## src/rtl/sram_arb_pkg.sv

```systemverilog
// Shared types and default constants for the SRAM arbiter.
//   state_t : access sequencer states (IDLE, SETUP, ACCESS, DONE)
//   port_t  : index of a requester (0 = CPU, 1 = debug/program loader)
package sram_arb_pkg;

  typedef enum logic [1:0] {
    IDLE,
    SETUP,
    ACCESS,
    DONE
  } state_t;

  localparam int SRAM_ADDR_W = 20;
  localparam int SRAM_DATA_W = 16;

  typedef logic port_t;

endpackage

```

## src/rtl/rr_arb2.sv

```systemverilog
// Two-input round-robin picker.
//   Clk, Reset : clock, synchronous active-high reset
//   req[1:0]   : request from port 1 / port 0
//   update     : when high and a grant is produced, remember the winner
//   gnt[1:0]   : one-hot grant (combinational from req and last_gnt)
// On a tie the port that did not win last time is chosen. last_gnt resets
// to port 1, so port 0 wins the first tie after reset.
module rr_arb2
  import sram_arb_pkg::*;
(
  input  logic       Clk,
  input  logic       Reset,
  input  logic [1:0] req,
  input  logic       update,
  output logic [1:0] gnt
);

  port_t last_gnt;

  // NOTE: every output gets a default before the case so no path leaves it
  // unassigned; without it synthesis would infer a latch.
  always_comb begin
    gnt = 2'b00;
    unique case (req)
      2'b01:   gnt = 2'b01;
      2'b10:   gnt = 2'b10;
      2'b11:   gnt = last_gnt ? 2'b01 : 2'b10;
      default: gnt = 2'b00;
    endcase
  end

  // NOTE: registers use non-blocking assignments so every flop samples the
  // pre-edge values regardless of statement order.
  always_ff @(posedge Clk) begin
    if (Reset) begin
      last_gnt <= 1'b1;
    end else if (update && (gnt != 2'b00)) begin
      last_gnt <= gnt[1];
    end
  end

endmodule

```

## src/rtl/sram_arbiter.sv

```systemverilog
// Shares one asynchronous 16-bit SRAM between the CPU (port 0) and the
// debug/program loader (port 1). Each access runs SETUP -> ACCESS
// (WAIT_CYCLES strobe cycles) -> DONE -> IDLE; all outputs are registered.
//   Clk, Reset            : clock, synchronous active-high reset
//   req/we/be/addr/wdata  : per-port request, direction, byte enables,
//                           address and write data (sampled in IDLE only)
//   gnt0/1, done0/1       : ownership (SETUP..DONE), completion pulse
//   rdata                 : last read result, shared by both ports
//   CE/UB/LB/OE/WE, ADDR  : active-low SRAM controls and address
//   sram_dout/_en, sram_din : split data bus; the top level builds the
//                           tristate from sram_dout and sram_dout_en
// WAIT_CYCLES must lie in 1..15 (4-bit wait counter).
module sram_arbiter
  import sram_arb_pkg::*;
#(
  parameter int WAIT_CYCLES = 2,
  parameter int ADDR_W      = SRAM_ADDR_W,
  parameter int DATA_W      = SRAM_DATA_W
) (
  input  logic              Clk,
  input  logic              Reset,
  input  logic              req0,
  input  logic              req1,
  input  logic              we0,
  input  logic              we1,
  input  logic [1:0]        be0,
  input  logic [1:0]        be1,
  input  logic [ADDR_W-1:0] addr0,
  input  logic [ADDR_W-1:0] addr1,
  input  logic [DATA_W-1:0] wdata0,
  input  logic [DATA_W-1:0] wdata1,
  output logic              gnt0,
  output logic              gnt1,
  output logic              done0,
  output logic              done1,
  output logic [DATA_W-1:0] rdata,
  output logic              CE,
  output logic              UB,
  output logic              LB,
  output logic              OE,
  output logic              WE,
  output logic [ADDR_W-1:0] ADDR,
  output logic [DATA_W-1:0] sram_dout,
  output logic              sram_dout_en,
  input  logic [DATA_W-1:0] sram_din
);

  localparam logic [3:0] LAST_WAIT = 4'(WAIT_CYCLES - 1);

  state_t     state;
  logic [3:0] wait_cnt;
  port_t      cur_port;
  logic       cur_we;

  logic [1:0]        pick;
  logic              arb_update;
  port_t             sel_port;
  logic              sel_we;
  logic [1:0]        sel_be;
  logic [ADDR_W-1:0] sel_addr;
  logic [DATA_W-1:0] sel_wdata;

  // The picker only remembers a winner when a grant is actually taken.
  assign arb_update = (state == IDLE);

  rr_arb2 u_rr_arb2 (
    .Clk    (Clk),
    .Reset  (Reset),
    .req    ({req1, req0}),
    .update (arb_update),
    .gnt    (pick)
  );

  // Request fields of whichever port the picker chose.
  always_comb begin
    sel_port  = pick[1];
    sel_we    = sel_port ? we1    : we0;
    sel_be    = sel_port ? be1    : be0;
    sel_addr  = sel_port ? addr1  : addr0;
    sel_wdata = sel_port ? wdata1 : wdata0;
  end

  always_ff @(posedge Clk) begin
    if (Reset) begin
      state        <= IDLE;
      wait_cnt     <= 4'd0;
      cur_port     <= 1'b0;
      cur_we       <= 1'b0;
      gnt0         <= 1'b0;
      gnt1         <= 1'b0;
      done0        <= 1'b0;
      done1        <= 1'b0;
      rdata        <= '0;
      CE           <= 1'b1;
      UB           <= 1'b1;
      LB           <= 1'b1;
      OE           <= 1'b1;
      WE           <= 1'b1;
      ADDR         <= '0;
      sram_dout    <= '0;
      sram_dout_en <= 1'b0;
    end else begin
      done0 <= 1'b0;
      done1 <= 1'b0;

      unique case (state)
        IDLE: begin
          if (pick != 2'b00) begin
            state    <= SETUP;
            cur_port <= sel_port;
            cur_we   <= sel_we;
            gnt0     <= pick[0];
            gnt1     <= pick[1];
            CE       <= 1'b0;
            OE       <= 1'b1;
            WE       <= 1'b1;
            ADDR     <= sel_addr;
            if (sel_we) begin
              // be = 00 still strobes WE but keeps both byte lanes off.
              UB           <= ~sel_be[1];
              LB           <= ~sel_be[0];
              sram_dout    <= sel_wdata;
              sram_dout_en <= 1'b1;
            end else begin
              UB           <= 1'b0;
              LB           <= 1'b0;
              sram_dout_en <= 1'b0;
            end
          end
        end

        SETUP: begin
          state    <= ACCESS;
          wait_cnt <= 4'd0;
          if (cur_we) WE <= 1'b0;
          else        OE <= 1'b0;
        end

        ACCESS: begin
          if (wait_cnt == LAST_WAIT) begin
            state    <= DONE;
            wait_cnt <= 4'd0;
            OE       <= 1'b1;
            WE       <= 1'b1;
            if (!cur_we) rdata <= sram_din;
            done0    <= ~cur_port;
            done1    <= cur_port;
          end else begin
            wait_cnt <= wait_cnt + 4'd1;
          end
        end

        DONE: begin
          // CE, ADDR and the data driver stayed on through DONE for write
          // hold time; release them now.
          state        <= IDLE;
          gnt0         <= 1'b0;
          gnt1         <= 1'b0;
          CE           <= 1'b1;
          UB           <= 1'b1;
          LB           <= 1'b1;
          sram_dout_en <= 1'b0;
        end

        default: state <= IDLE;
      endcase
    end
  end

endmodule

```

## config.mk

```make
export PLATFORM = sky130hd
export DESIGN_NAME = sram_arbiter
export DESIGN_NICKNAME = d
export VERILOG_FILES = /design/src/rtl/sram_arb_pkg.sv /design/src/rtl/rr_arb2.sv /design/src/rtl/sram_arbiter.sv
export SDC_FILE = /design/constraint.sdc
export NUM_CORES = 1
export LEC_CHECK = 0
export ABC_AREA = 1
export ABC_CLOCK_PERIOD_IN_PS = 2800
export CAP_MARGIN = 20
export CORE_UTILIZATION = 44
export DETAILED_ROUTE_END_ITERATION = 10
export PLACE_DENSITY = 0.86
export SLEW_MARGIN = 20
export SYNTH_ARGS = -nofsm -noshare
export SYNTH_HDL_FRONTEND = slang
export SYNTH_SLANG_ARGS = --single-unit
```

## constraint.sdc

```tcl
create_clock -name Clk -period 2.8 [get_ports Clk]
set_clock_uncertainty 0.05 [all_clocks]
set_input_delay 0.56 -clock Clk [delete_from_list [all_inputs] [get_ports Clk]]
set_output_delay 0.56 -clock Clk [all_outputs]
set_load 0.05 [all_outputs]
```

# After elaboration in Yosys (flattened, before gate mapping)
# Index checks and enable logic that the tools add are counted.
# classes
n_addsub,1
eq_ne,11
mux,32
n_bitwise,6
reduce_logical,14
# op_table
operator,count
$mux 20,1
$mux 16,1
$mux 1,14
$pmux 1 s2,6
$eq 2x2->1 const B,4
$mux 2,4
$ne 2x2->1 const B,4
$pmux 2 s4,1
$pmux 4 s2,1
$reduce_and 4->1,2
$not 1->1,6
$pmux 1 s3,2
$pmux 2 s3,1
$reduce_and 2->1,3
$reduce_and 3->1,2
$reduce_bool 2->1,3
$add 4x1->4 const B,1
$eq 2x1->1 const B,2
$eq 4x1->1 const B,1
$mux 4,1
$reduce_bool 3->1,1
$reduce_or 3->1,1
$logic_not 2->1,1
$logic_and 1x1->1,1
# word_totals
ff_bits,71
inputBits,98
output_inout_bits,62
elab_cells,82

# Logic depth before layout (Yosys ltp)
# Gate-level depths: netlist (run 1).
# depth
ltp_word,7
mapped_depth,9
ltp_nobuf,8

# Cells and area by module
# Synthesis (run 1) repeated with hierarchy kept, for this count alone.
# hier_totals
cells_unflattened,408
hier_area_um2,3308.2
# by_module_without_submodules
module,n_inst,cells_each,area_each_um2,seq_area_each_um2
sram_arbiter,1,399,3248.1,1401.3
rr_arb2,1,9,60.1,20.0

# Worst setup path before layout (run 1)
# Ideal clock, no wire load.
# synth_path
path_type,register to register
start,reg state[0]
end,reg sram_dout[10]
setup_time_ps,113
arrival_ps,1291
required_ps,2637
slack_ps,1346
path_stages_with_launch,9
n_path_buf,1
period_less_slack_ps,1454
cell_sequence,dfxtp_1 > inv_1 > ha_1 > inv_2 > nor2_4 > nand2_2 > buf_2 > nor2_1 > nor2_1
# synth_between
elab_chain_cells,2
# synth_lines
element,line_no,source
"start, declared",sram_arbiter.sv:50,state_t state;
"start signal, assigned",sram_arbiter.sv:85,state <= IDLE;
"start signal, assigned",sram_arbiter.sv:109,state <= SETUP;
"start signal, assigned",sram_arbiter.sv:133,state <= ACCESS;
$logic_not 2->1,sram_arbiter.sv:106,unique case (state)
$reduce_and 3->1 (no line),--,
"end signal, assigned",sram_arbiter.sv:122,sram_dout <= sel_wdata;
"end, declared",sram_arbiter.sv:43,"output logic [DATA_W-1:0] sram_dout,"
# Every way passes these cells.
# A chain may end at the register's enable or synchronous reset.

# Final worst setup path (run 1)
# layout_path
start,reg CE
end,out CE
# layout_rtl
element,line_no,source
"start, declared",sram_arbiter.sv:37,"output logic CE,"
"start signal, assigned",sram_arbiter.sv:94,CE <= 1'b1;
"start signal, assigned",sram_arbiter.sv:114,CE <= 1'b0;
"start signal, assigned",sram_arbiter.sv:159,CE <= 1'b1;
# No word-level cell between the ends.

==> summary.txt, run 1 <==
Detailed routing
  – WL final: between 9000 and 10000 microns
  – Drt drc: 0
  – Pre-Repair DR Iteration Count: 5
  – Violation count after the first detailed-route iteration: about 170
  – Vias: roughly 3500
  – Routed vias/inst: approximately 4.8
  – ANT nets after route: 0
  – Wire per inst: roughly 12 microns

Outcome
  – Status: finished, final reports clean

Critical path
  – WS Path Type: reg -> out
  – Critical path buffers and inverters: 1
  – Max FO, Critical Path: 2
  – CP Data Required Time: roughly 2.2 ns
  – Largest stage delay on the critical path: ~0.85 ns
  – FF-to-FF setup slack: slightly above 0.9 ns
  – Reg2Reg Depth: 7
  – Crit. End Element: output port
  – CP Cell Sequence: clkdlybuf4s50_1
  – Reg-to-reg startpoint: state[0]
  – Reg-to-reg endpoint: rdata[5]
  – Arrival time worst endpoint: between 1.5 and 2 ns
  – Startpoint Class: flip-flop
  – Top delay family on crit path: buffers and inverters
  – Slowest-stage cell, CP: clkdlybuf4s50_1

Clock tree
  – CTS Sinks: 71
  – Clk_lat worst skew: 0.33 ns
  – H-tree levels: 3
  – CTS buffer count: 9
  – Cts repair resizes: 0
  – Clk slew on worst S/H paths: ~0.070 ns
  – Postcts setup bufs: 0
  – Hold_buf cts: 0
  – Clock Tree Root: clkbuf_8
  – CTS tree: yes
  – Clock tree buffer depth: 2

GRT
  – First-pass GRT wire length: approximately 14000 microns
  – Initial antenna violation count: 0
  – Vias in the first global route: around 3200
  – Overflow after GRT: 0
  – Pin count of the biggest net entering global routing: 44
  – GRT Overall Usage: between 20% and 30%

Synth
  – Mean Syn Cell Area: around 6.9 sq um
  – Synth warn: 0
  – Commonest cells in the netlist: nand2_1 (169), dfxtp_1 (71), nor2_1 (69)
  – Distinct cells, synth: 26
  – Simple-Gate Fraction of Synth Area: a little over a third
  – Post-synthesis compound-gate area fraction: approximately a tenth
  – Synth Net Count: 575
  – Top post-synthesis cells by area: dfxtp_1 (44%), nand2_1 (19%), nor2_1 (8.0%)
  – Share of the synthesized area in the top cell type: between 40% and 50%
  – Main synth FF type: dfxtp_1
  – Asr flop ratio synth: 0%
  – FF+latch count, synth: between 70 and 80
  – Post-Syn Instances: around 470
  – Combinational family with the most area after synthesis: simple AND/OR/NAND/NOR gates
  – Cell taking the most area after synthesis: dfxtp_1
  – Post-synthesis xor/xnor area fraction: 0%
  – Mux contribution to synthesized area: 0%
  – Post-synth EDFFs: 0
  – Count leader, synth: nand2_1
  – Synth Area in Adders: approximately 1.9%
  – Register area share after synthesis: between 40 and 50%
  – Syn Std Cell Area: between 0.003 and 0.004 sq mm

Finish
  – Sequential cell area: approximately 0.0014 sq mm
  – Multi-input logic area: 0.00156 sq mm
  – Share of post-route cells with drive strength above 1: 4.94%
  – FILL cells: around 560
  – Final Net Count: roughly 730
  – Diodes inserted: 0
  – P&R area growth vs syn: 55.6%

Die
  – Core area: about 0.007 sq mm
  – Die X: about 90 microns
  – Initial core utilization: 46.6%
  – I/O pins: 160
  – Die area: 0.00775 sq mm
  – Die Ht: 88.0 microns
  – Site Rows: 30

STA
  – Final period utilization: between 70% and 80%
  – Relative slew margins: approximately 53%
  – F_max: about 470 MHz
  – RSZ-0062 raised after global routing: false
  – Final Hold Viols: 0
  – Setup violators final: 0
  – Minimum clock period: 2.13 ns
  – Final Slew Violations: 0
  – Tightest Pin Transition: 0.711 ns
  – Worst hold margin: slightly below 0.4 ns
  – Setup TNS: 0 ns

Placed design
  – Post-DP HPWL: between 6000 and 7000 microns
  – # port buffers: 159
  – Global placement routability congestion: approximately 0.77

Power
  – VDD IR max: about 0.51 mV
  – Leakage: ~2.2 nW
  – Pwr Density: ~860 mW/mm^2

Min path
  – Worst Hold Path Cells: 1
  – Worst Hold End: done0
  – Hold_sp: cur_port
  – Min-delay worst type: reg -> reg

Flow run
  – Max-cap violations: 0
[worst max-delay path by stage]
stage	startpoint	end	slack, ns	depth (start not counted)
6_report	CE	CE	0.67	1
5_1_grt	req0	sram_dout[13]	0.57	8
4_1_cts	CE	CE	0.66	1
3_5_place_dp	req0	sram_dout[1]	0.40	8
3_3_place_gp	req0	sram_dout[7]	0.51	8
2_1_floorplan	state[0]	sram_dout[10]	1.35	8
[where the power goes]
part | leakage [nW] | switching, mW | internal [mW]
sequential | 0.583 | 0.126 | 1.25
clock | 0.0895 | 0.374 | 0.412
combinational | 1.50 | 1.43 | 0.743
total | 2.17 | 1.93 | 2.41
[logic make-up after synthesis]
family                     Yosys count
AOI/OAI and AO/OA                   59
adders and majority gates            5
buffers and inverters               57
DFF                                 71
and+or+nand+nor                    280
[layer usage]
layer | wire (microns) | up-vias | global-route usage [%]
met5 | 0 | - | 0
li1 | - | 1785 | -
met4 | 153 | 0 | 9.09
met2 | 4390 | 129 | 41.2
met3 | 844 | 16 | 7.35
met1 | 3630 | 1529 | 26.0
[cells in the final DEF, fill, tap and decap left out, drive strengths merged]
master         instances
nor3b                  1
buf                    5
clkdlybuf4s50        159
nor3                   2
nand2                172
clkinvlp               2
a31oi                 20
ha                     5
bufinv                 1
clkinv                 3
o21bai                 1
dfxtp                 71
a21oi                 12
o21ai                 26
or2                    1
nor2                  73
nand3                 15
nand3b                16
inv                   31
clkbuf                11
[flip-flops by register name, summed over array words and instances (netlist names)]
signal and count:
sram_dout 16, gnt1 1, cur_port 1, ADDR 20, rdata 16, OE 1, u_rr_arb2.last_gnt 1, gnt0 1
state 2, cur_we 1, wait_cnt 4, sram_dout_en 1, done1 1, done0 1, LB 1, CE 1
WE 1, UB 1
[layout make-up]
class                   instances  area share (%)
clock buffers                  11            2.59
clock inverters                 5            1.16
inverters                      32            2.37
multi-input cells             344            30.8
flip-flops and latches         71            28.0
well taps                      96            2.37
repair buffers                164            32.6
[metrics by stage]
stage                     area [sq um]  power [mW]  utilization, %  cells  setup WS (ns)
final                             5070        4.34            72.6    723          0.671
after global routing              5070        4.60            72.6    723          0.571
after CTS                         5070        4.37            72.6    723          0.657
after global placement            4880        3.52            69.9    707          0.509
after floorplan                   3260        2.88               -    472           1.35
after detailed placement          4880        3.58            69.9    707          0.400
No activity file was read; power rests on OpenSTA's default activity.
==> run 2: changes to the inputs <==
--- a/config.mk
+++ b/config.mk
@@ -6,11 +6,11 @@
 export NUM_CORES = 1
 export LEC_CHECK = 0
 export ABC_AREA = 1
-export ABC_CLOCK_PERIOD_IN_PS = 2800
+export ABC_CLOCK_PERIOD_IN_PS = 2100
 export CAP_MARGIN = 20
-export CORE_UTILIZATION = 44
+export CORE_UTILIZATION = 41
 export DETAILED_ROUTE_END_ITERATION = 10
-export PLACE_DENSITY = 0.86
+export PLACE_DENSITY = 0.81
 export SLEW_MARGIN = 20
 export SYNTH_ARGS = -nofsm -noshare
 export SYNTH_HDL_FRONTEND = slang
==> constraint.sdc (replaced) <==
create_clock -name Clk -period 2.1 [get_ports Clk]
set_clock_uncertainty 0.05 [all_clocks]
set_input_delay 0.42 -clock Clk [delete_from_list [all_inputs] [get_ports Clk]]
set_output_delay 0.42 -clock Clk [all_outputs]
set_load 0.05 [all_outputs]
==> summary.txt, run 2 (same netlist as run 1, synthesis figures left out) <==
Die
  – Site Rows: 32
  – Die area: slightly above 0.008 sq mm
  – I/O pins: 160
  – Core area: 0.00769 sq mm
  – Initial core utilization: between 40% and 50%
  – Die Ht: roughly 91 microns
  – Die X: about 90 microns

Detailed routing
  – Violation count after the first detailed-route iteration: 106
  – WL final: approximately 9200 microns
  – Drt drc: 0
  – Routed vias/inst: about 4.8
  – ANT nets after route: 0
  – Vias: 3507
  – Pre-Repair DR Iteration Count: 4
  – Wire per inst: about 12 microns

STA
  – Final period utilization: a little over nine tenths
  – Minimum clock period: 1.99 ns
  – Setup TNS: 0 ns
  – F_max: 503 MHz
  – Relative slew margins: a little over 60%
  – Setup violators final: 0
  – RSZ-0062 raised after global routing: false
  – Final Slew Violations: 0
  – Final Hold Viols: 0
  – Final Worst Setup Slack: 0.111 ns
  – Tightest Pin Transition: around 0.56 ns

Critical path
  – Slowest-stage cell, CP: clkdlybuf4s50_1
  – Largest stage delay on the critical path: around 0.85 ns
  – Crit. End Element: output port
  – WS Path Type: reg -> out
  – Critical path buffers and inverters: 1
  – Startpoint Class: flip-flop
  – CP Data Required Time: between 1.5 and 2 ns
  – Max FO, Critical Path: 2
  – Arrival time worst endpoint: 1.52 ns
  – Top delay family on crit path: buffers and inverters
  – CP Cell Sequence: clkdlybuf4s50_1

Finish
  – P&R area growth vs syn: 58.8%
  – Max reg flops: 20
  – Final Net Count: 732
  – Share of post-route cells with drive strength above 1: ~6.3%
  – Sequential cell area: approximately 0.0014 sq mm
  – Most flops, register: ADDR
  – Most common cell after layout, fill and taps aside: nand2_1
  – Non-filler cells, final: ~740
  – Largest regs: ADDR: 20 flops, rdata: 16 flops, sram_dout: 16 flops
  – Diodes inserted: 0
  – FILL cells: ~680
  – Multi-input logic area: 0.00156 sq mm
  – Final core utilization: 67.3%
  – Most frequent cells in the layout: nand2_1 (169), clkdlybuf4s50_1 (159), dfxtp_1 (71)

Clock tree
  – Clk slew on worst S/H paths: around 0.08 ns
  – Clock Tree Root: clkbuf_8
  – CTS tree: yes
  – Clock tree buffer depth: 2
  – Postcts setup bufs: 0
  – Cts repair resizes: 0
  – H-tree levels: 3
  – CTS buffer count: 9
  – Hold_buf cts: 0
  – CTS Sinks: between 70 and 80
  – Clk_lat worst skew: between 0.3 and 0.4 ns

Placed design
  – Place WS: ~0.15 ns
  – Post-DP HPWL: between 6000 and 7000 microns
  – # port buffers: 159
  – Global placement routability congestion: a little under 0.9
  – Inst Count DP: 720

Min path
  – Min-delay worst type: reg -> reg

Power
  – Leakage: ~2.2 nW
  – Total power: 6.01 mW
  – Pwr Density: ~1200 mW/mm^2
  – VDD IR max: 0.536 mV

Flow run
  – Max-cap violations: 0

GRT
  – Vias in the first global route: 3440
  – Initial antenna violation count: 0
  – Overflow after GRT: 0
  – GRT Overall Usage: between 20% and 30%
  – Pin count of the biggest net entering global routing: 44
  – First-pass GRT wire length: roughly 15000 microns

Outcome
  – Status: finished, final reports clean
run 2: cell types whose count changed in the layout (fill, tap and decap cells not counted):
| cell | change |
|---|---|
| buf_12 | +1 |
| buf_4 | +6 |
| bufinv_16 | +1 |
| clkbuf_1 | -2 |
| clkinv_4 | +1 |
run 2: metrics by stage:
step                cell area (sq um)  hold WS (ns)
floorplan                        3260         0.362
global placement                 4950         0.377
detailed placement               4950         0.378
CTS                              5170         0.395
global route                     5170         0.427
finish                           5170         0.394
run 2: path summary, 6_finish.rpt:
| path | start | to | slack [ns] | cells after the start |
|---|---|---|---|---|
| max | CE | CE | 0.11 | 1 |
| min | cur_port | done0 | 0.39 | 1 |
| max reg2reg | state[0] | rdata[9] | 0.34 | 8 |
| min reg2reg | cur_port | done0 | 0.39 | 1 |
run 2: cell type report:
type                    count  area share [%]
repair buffers            171            33.2
multi-input cells         344            30.2
flip-flops and latches     71            27.5
well taps                 102            2.47
clock buffers               9            2.40
inverters                  32            2.32
clock inverters             7            1.89
run 2: routing by layer:
layer | global-route usage [%] | routed length [microns] | up-vias | part of all wire [%]
met1 | 24.8 | 3800 | 1569 | 41
met5 | 0 | 0 | - | 0
met4 | 9.39 | 199 | 0 | 2.2
met2 | 41.2 | 4490 | 123 | 49
met3 | 6.11 | 669 | 18 | 7.3
li1 | - | - | 1797 | -
run 2: worst register-to-register path, stage by stage, from the launching register on:
cell      delay [ns]
dfxtp_1         0.34
inv_1           0.13
ha_1            0.25
inv_1           0.12
nor2_2          0.33
buf_4           0.24
nand3b_1        0.10
nand2_1         0.08
nor2_1          0.04
run 2: power breakdown:
part	switching, mW	internal, mW
logic	1.92	1.04
clock network	0.534	0.670
registers	0.173	1.67
==> run 3: changes to the inputs <==
--- a/config.mk
+++ b/config.mk
@@ -8,6 +8,7 @@
 export ABC_AREA = 1
 export ABC_CLOCK_PERIOD_IN_PS = 2100
 export CAP_MARGIN = 20
+export CORE_MARGIN = 4
 export CORE_UTILIZATION = 41
 export DETAILED_ROUTE_END_ITERATION = 10
 export PLACE_DENSITY = 0.81
==> summary.txt, run 3 (same netlist as run 1, synthesis figures left out) <==
Detailed routing
  – Routed vias/inst: ~4.7
  – Pre-Repair DR Iteration Count: 4
  – Routed wl met2: about 4400 microns
  – Wire length on met3: around 910 microns
  – Violation count after the first detailed-route iteration: a little over 90
  – ANT nets after route: 0
  – Vias: approximately 3500
  – Met1 wire length: between 3000 and 4000 microns
  – Max Used Layer: met4
  – Wire per inst: approximately 13 microns
  – WL final: slightly above 9000 microns
  – Drt drc: 0

Critical path
  – Top delay family on crit path: buffers and inverters
  – Reg-to-reg startpoint: state[0]
  – Critical Path Source: gnt1
  – Slowest-stage cell, CP: clkdlybuf4s50_1
  – WS Path Type: reg -> out
  – Levels on crit path: 1
  – Worst setup path endpoint: gnt1
  – Reg2Reg Depth: 7
  – Largest stage delay on the critical path: between 0.8 and 0.9 ns
  – FF-to-FF setup slack: about 0.47 ns
  – Arrival time worst endpoint: about 1.5 ns
  – Reg-to-reg endpoint: ADDR[13]
  – CP Data Required Time: roughly 1.6 ns
  – Max FO, Critical Path: 2
  – Critical path buffers and inverters: 1
  – Crit. End Element: output port
  – Startpoint Class: flip-flop
  – CP Cell Sequence: clkdlybuf4s50_1

Die
  – I/O pins: 160
  – Core area: between 0.007 and 0.008 sq mm
  – Die area: ~0.0094 sq mm
  – Die X: just under 100 microns
  – Initial core utilization: between 40 and 50%
  – Die Ht: a little under 100 microns
  – Site Rows: 32

Finish
  – FILL cells: around 640
  – P&R area growth vs syn: 58.4%
  – Diodes inserted: 0
  – Share of post-route cells with drive strength above 1: under 10%
  – Most common cell after layout, fill and taps aside: nand2_1
  – Most frequent cells in the layout: nand2_1 (169), clkdlybuf4s50_1 (158), dfxtp_1 (71)
  – Most flops, register: ADDR
  – Final core utilization: between 60% and 70%
  – Final Net Count: roughly 730
  – Max reg flops: 20
  – Largest regs: ADDR: 20 flops, rdata: 16 flops, sram_dout: 16 flops

Clock tree
  – Hold_buf cts: 0
  – Clk_lat worst skew: roughly 0.33 ns
  – CTS Sinks: 71
  – Clk slew on worst S/H paths: 0.08 ns
  – Clock tree buffer depth: 2
  – CTS buffer count: 9
  – Clock Tree Root: clkbuf_8
  – Cts repair resizes: 0
  – Postcts setup bufs: 0
  – CTS tree: yes
  – H-tree levels: 3

GRT
  – Initial antenna violation count: 0
  – Vias in the first global route: 3289
  – GRT Overall Usage: between 10% and 20%
  – Overflow after GRT: 0
  – First-pass GRT wire length: roughly 15000 microns
  – Pin count of the biggest net entering global routing: 44

Power
  – Combinational power share: approximately half
  – Internal power: approximately 3.2 mW
  – NetSw: around 2.6 mW
  – Leakage: roughly 2.2 nW
  – VDD IR max: a little under 0.6 mV
  – Pwr Density: approximately 1100 mW/mm^2
  – Register share of total power: 31.8%
  – Clock share of power: 17.0%
  – Switch share: roughly 45%

Placed design
  – Place WS: around 0.13 ns
  – # port buffers: 159
  – Post-DP HPWL: a little over 7000 microns
  – Global placement routability congestion: between 0.8 and 0.9

STA
  – Tightest Pin Transition: about 0.55 ns
  – Setup violators final: 0
  – Final Worst Setup Slack: 0.0863 ns
  – Relative slew margins: between 60% and 70%
  – RSZ-0062 raised after global routing: false
  – Final Slew Violations: 0
  – Minimum clock period: 2.01 ns
  – Final Hold Viols: 0
  – F_max: 497 MHz
  – Setup TNS: 0 ns
  – Final period utilization: 95.9%

Outcome
  – Status: finished, final reports clean

Min path
  – Min-delay worst type: reg -> reg

Flow run
  – Max-cap violations: 0
run 3: cell types whose count changed in the layout (fill, tap and decap cells not counted):
cell and delta:
bufinv_16 -2, buf_4 +2, clkbuf_8 +1, clkinvlp_4 +1
buf_12 +1, inv_6 +1, clkinv_4 -1, clkdlybuf4s50_1 -1
run 3: through the flow:
step | power, mW | cell area (sq um) | std cells | hold slack, ns
after global routing | 6.14 | 5160 | 738 | 0.417
final | 5.79 | 5160 | 738 | 0.398
after CTS | 5.84 | 5160 | 738 | 0.398
after floorplan | 3.84 | 3260 | 472 | 0.362
after global placement | 4.78 | 4970 | 722 | 0.378
after detailed placement | 4.85 | 4970 | 722 | 0.385
run 3: area by class of cell:
class | instances | area, sq um | share of cell area (%)
clock inverter | 6 | 45.0 | 0.873
multi-input combinational | 344 | 1560 | 30.3
tap | 102 | 128 | 2.47
inverter | 32 | 120 | 2.33
clock buffer | 10 | 138 | 2.67
sequential | 71 | 1420 | 27.6
timing repair buffer | 173 | 1740 | 33.8
run 3: power groups by stage:
stage	registers, mW	logic (mW)	clock network, mW
final	1.84	2.97	0.984
after floorplan	2.82	1.02	0
after global placement	1.86	2.92	0
after detailed placement	1.87	2.98	0
after CTS	1.84	2.99	1.01
after global routing	1.88	3.20	1.06
run 3: worst min path at each step:
stage / start / cells past startpoint / endpoint
2_1_floorplan: cur_port / 1 / done0
3_3_place_gp: cur_port / 1 / done0
3_5_place_dp: cur_port / 1 / done0
4_1_cts: cur_port / 1 / done0
5_1_grt: cur_port / 1 / done0
6_report: cur_port / 1 / done0
run 3: layer usage:
metal  vias to the layer above  GRT usage [%]
met2                       140           32.7
met4                         0           8.42
met5                         -              0
met1                      1512           21.5
li1                       1808              -
met3                        15           7.39
